`config.mk`:
```
export PLATFORM = sky130hd
export DESIGN_NAME = icache_loader
export DESIGN_NICKNAME = d
export VERILOG_FILES = /design/src/rtl/icache_loader.sv
export SDC_FILE = /design/constraint.sdc
export NUM_CORES = 1
export LEC_CHECK = 0
export BUFFER_PORTS_ARGS = -buffer_cell sky130_fd_sc_hd__buf_4
export CORE_MARGIN = 2
export CORE_UTILIZATION = 35
export DETAILED_ROUTE_END_ITERATION = 8
export GPL_ROUTABILITY_DRIVEN = 0
export PLACE_DENSITY = 0.7
export SYNTH_ARGS = -nofsm -noshare
export SYNTH_HDL_FRONTEND = slang
export SYNTH_SLANG_ARGS = --single-unit
```
`constraint.sdc`:
```
create_clock -name PHI1 -period 1.6 [get_ports PHI1]
set_input_delay 0.08 -clock PHI1 [delete_from_list [all_inputs] [get_ports PHI1]]
set_output_delay 0.08 -clock PHI1 [all_outputs]
set_load 0.01 [all_outputs]
```
`src/rtl/icache_loader.sv`:
```
// Byte-stream program loader: takes a length header plus big-endian instruction
// bytes over valid/ready and writes assembled 32-bit words into the icache.
module icache_loader #(
    parameter int WORDS = 64,
    parameter int CNT_W = 7
) (
    input  logic             PHI1,
    input  logic             MRST,
    input  logic             Start,
    input  logic [7:0]       RxData,
    input  logic             RxValid,
    output logic             RxReady,
    output logic [31:0]      IAddrE,
    output logic [31:0]      IInE,
    output logic             IWriteE,
    output logic             Busy,
    output logic             LoadDone,
    output logic             LoadErr,
    output logic [CNT_W-1:0] WordCount
);

    typedef enum logic [2:0] {
        S_IDLE,
        S_HDR,
        S_RECV,
        S_WRITE,
        S_DONE,
        S_ERR
    } state_t;

    state_t           state, next_state;
    logic [CNT_W-1:0] n_len;
    logic [1:0]       byte_cnt;
    logic [23:0]      asm_q;
    logic             accept;
    logic [8:0]       hdr_eff;
    logic             hdr_ok;
    logic             last_word;

    assign accept = RxValid & RxReady;

    // NOTE: every always_comb output gets a default first so no path infers a latch.
    always_comb begin
        hdr_eff    = (RxData == 8'd0) ? 9'(WORDS) : {1'b0, RxData};
        hdr_ok     = (hdr_eff <= 9'(WORDS));
        last_word  = ((WordCount + CNT_W'(1)) == n_len);
        next_state = state;
        case (state)
            S_IDLE:  if (Start) next_state = S_HDR;
            S_HDR:   if (accept) next_state = hdr_ok ? S_RECV : S_ERR;
            S_RECV:  if (accept && byte_cnt == 2'd3) next_state = S_WRITE;
            S_WRITE: next_state = last_word ? S_DONE : S_RECV;
            S_DONE:  if (Start) next_state = S_HDR;
            S_ERR:   if (Start) next_state = S_HDR;
            default: next_state = S_IDLE;
        endcase
    end

    // NOTE: sequential state uses non-blocking assignments so every register samples pre-edge values.
    always_ff @(posedge PHI1 or negedge MRST) begin
        if (!MRST) begin
            state     <= S_IDLE;
            n_len     <= '0;
            byte_cnt  <= '0;
            asm_q     <= '0;
            WordCount <= '0;
            IAddrE    <= '0;
            IInE      <= '0;
            RxReady   <= 1'b0;
            IWriteE   <= 1'b0;
            Busy      <= 1'b0;
            LoadDone  <= 1'b0;
            LoadErr   <= 1'b0;
        end else begin
            state <= next_state;
            case (state)
                S_HDR: begin
                    if (accept && hdr_ok) begin
                        n_len     <= CNT_W'(hdr_eff);
                        byte_cnt  <= '0;
                        WordCount <= '0;
                    end
                end
                S_RECV: begin
                    if (accept) begin
                        asm_q    <= {asm_q[15:0], RxData};
                        byte_cnt <= byte_cnt + 2'd1;
                        // The fourth byte completes the word; capture it for the write cycle.
                        if (byte_cnt == 2'd3) begin
                            IAddrE <= 32'(WordCount);
                            IInE   <= {asm_q, RxData};
                        end
                    end
                end
                S_WRITE: WordCount <= WordCount + CNT_W'(1);
                default: ;
            endcase
            // Status outputs are registered decodes of the state being entered.
            RxReady  <= (next_state == S_HDR) || (next_state == S_RECV);
            IWriteE  <= (next_state == S_WRITE);
            Busy     <= (next_state == S_HDR) || (next_state == S_RECV) || (next_state == S_WRITE);
            LoadDone <= (next_state == S_DONE);
            LoadErr  <= (next_state == S_ERR);
        end
    end

endmodule

```
==> flow_summary.toml <==
[global_route]
grt_pass1_vias = 2894
grt_pass1_wl_um = 14400
track_usage_pct = 15.8
grt_overflow_total = 0
grt_max_degree = 38
antenna_found_initial = 0

[synth]
yosysSeqAreaShare_pct = 56.5
yosysTopAreaCell = "dfrtp_1"
synth_area_leaders = "dfrtp_1 57%, nand2_1 13%, mux2_2 8.5%"
synth_cell_types = 43
async_reset_ff_share_pct = 100
synth_commonest_cells = "129 x nand2_1, 87 x dfrtp_1, 30 x buf_4"
synth_top_area_share_pct = 56.5
synth_edf_count = 0
netlist_area_mm2 = 0.00385
ys.flop_type = "dfrtp_1"
synthCells = 366
ys_ff_latch = 87
synth_warnings = 0
synth.most_common_cell = "nand2_1"
avgSynthCellArea_um2 = 10.5

[sta]
finalCriticalPeriod_ns = 1.75
fmax_mhz = 570
rsz0062_at_grt = "true"
setup_viol = 12
timing.final.crit_share_pct = 110
tightest_slew_ns = 0.516
whs_ns = 0.00394
drv_slew = 0
hold_viol = 0
timing.final.ws_setup_ns = -0.155
skew_ns = 0.00980
maxSlewHeadroom_pct = 65.4

[critical_path]
crit_arrival_ns = 2.05
worstSetupStartpointType = "flip-flop"
crit_fanout = 4
required_ns = 1.89
path_class = "flip-flop to flip-flop"
endpoint_kind = "flip-flop"

[routing]
dr.pass1.iters = 6
avgViaCountPerCell = 4.61
totalWireLength_um = 9180
drt_iter0_drc = 95
antenna_left = 0
drc = 0
wl_per_cell_um = 14.9
num_vias = 2844

[final_layout]
drive_gt1_share_pct = 36.3
area_growth_pct = 33.5
final_cells = 617
diodes = 0
utilization_pct = 47.6
fin_nets = 486

[power_and_ir_drop]
intPower_uw = 4860
leakagePower_uw = 0.00270
power_switching_uw = 2380
clkPwrFrac_pct = 21.9
switching_share_pct = 32.8
power.density_mw_per_mm2 = 1410
power_uw = 7230
vdd_drop_max_mv = 0.475
power_frac_comb_pct = 33.8
p_seq_share_pct = 44.3

[run_status]
violations = "negative setup slack"
outcome = "finished with violations"

[clock_tree]
cts_buffer_depth = 2
root_buffer = "clkbuf_8"
htree_levels = 3
cts_tree = "yes"
cts_buffers = 9
cts_sinks = 87
clk_latency_ns = 0.36
path_clk_slew_ns = 0.09

[flow_run]
cap_violations = 0

[die]
coreArea_mm2 = 0.0108
die_y_um = 109
fp-row-count = 38
dieArea_mm2 = 0.0119
die_x_um = 109
pin_count = 88
initial_core_util_pct = 35.7

[hold_path]
hold_path.class = "input pin to flip-flop"

[placed_design]
portBuffers = 62
hpwl_um = 5920
dp_cells = 584
power by group through the flow:
stage	Sequential, uW	Clock, uW	Combinational [uW]
after floorplan	3210	0	1180
after global placement	3210	0	1970
after detailed placement	3220	0	2050
after CTS	3180	1610	2260
after global routing	3280	1720	2660
final	3200	1580	2440
critical path: stages, from the launching register on:
cell and delay [ns]:
dfrtp_2 0.41, ha_4 0.17, and3_4 0.21, nand3_4 0.11, xnor2_4 0.18, nor4_4 0.35, buf_4 0.16, or2_1 0.09
layout make-up:
type | count | area (um2)
Fill cell | 1021 | 5650
Clock inverter | 6 | 67.6
Clock buffer | 10 | 138
Multi-Input combinational cell | 259 | 1620
Sequential cell | 87 | 2180
Inverter | 4 | 17.5
Timing Repair Buffer | 111 | 947
Tap cell | 140 | 175
final timing paths:
path / cells after the start / endpoint / from / slack [ns]
max in group asynchronous: 3 / asm_q[16]$_DFFE_PN0P_ / MRST / 0.76
max reg2reg: 7 / state[2]$_DFF_PN0_ / WordCount[0]$_DFFE_PN0P_ / -0.15
min: 2 / n_len[4]$_DFFE_PN0P_ / RxData[4] / 0.004
min reg2reg: 2 / IInE[27]$_DFFE_PN0P_ / asm_q[19]$_DFFE_PN0P_ / 0.46
max: 7 / state[2]$_DFF_PN0_ / WordCount[0]$_DFFE_PN0P_ / -0.15
min in group asynchronous: 2 / IWriteE$_DFF_PN0_ / MRST / 0.21
placed cells by master (no fill, tap or decap), types with 2 or more instances in the layout:
cell type	instances
inv_1	3
xnor2_1	4
dlygate4sd3_1	11
conb_1	25
o21ai_0	6
o31ai_1	2
nand2_1	129
nor2b_1	4
clkbuf_8	10
nor4_4	2
a21o_1	2
buf_4	90
xor2_1	3
clkinvlp_4	2
nand4_1	2
o21ai_1	5
nor2_1	8
buf_12	4
and3_4	2
buf_6	5
mux2_4	6
o22ai_1	3
dfrtp_1	85
mux2_2	24
dfrtp_2	2
kinds of logic after synthesis:
kind of cell / count (synthesis) / share of synthesized area, %
fa+ha+maj: 2 / 0.650
buf+inv: 44 / 7.73
xor+xnor: 10 / 2.27
mux: 31 / 9.13
other cells: 1 / 0.0974
compound gates: 27 / 4.68
simple gates: 164 / 18.9
flops: 87 / 56.5
stage by stage:
stage / area, um2 / setup WS [ns] / TNS, ns
finish: 5140 / -0.155 / -0.861
detailed placement: 4600 / -0.167 / -7.06
global route: 5140 / -0.219 / -1.60
CTS: 5010 / -0.148 / -1.11
global placement: 4600 / -0.0861 / -3.66
floorplan: 3960 / -0.0404 / -0.330
routing by layer:
metal	global-route usage, %	share of wire, %	up-vias
met1	20.3	44	1398
met5	0	0	-
met2	26.5	50	78
met4	5.77	1.8	0
met3	2.93	4.5	15
li1	-	-	1353
state kept, by name, indices dropped and copies added, names as in the netlist, 2 cells and up:
name       cells
IInE          32
byte_cnt       2
asm_q         24
IAddrE         7
WordCount      7
n_len          7
state          3
timing repair:
item,in CTS,in global routing
setup endpoints to repair,77,66
gates cloned,0,1
hold buffers,11,0
endpoints found under the hold margin,44,0
pin swaps,9,10
gates resized for setup,19,20
setup buffers,3,3
(Power assumes the default switching activity.)
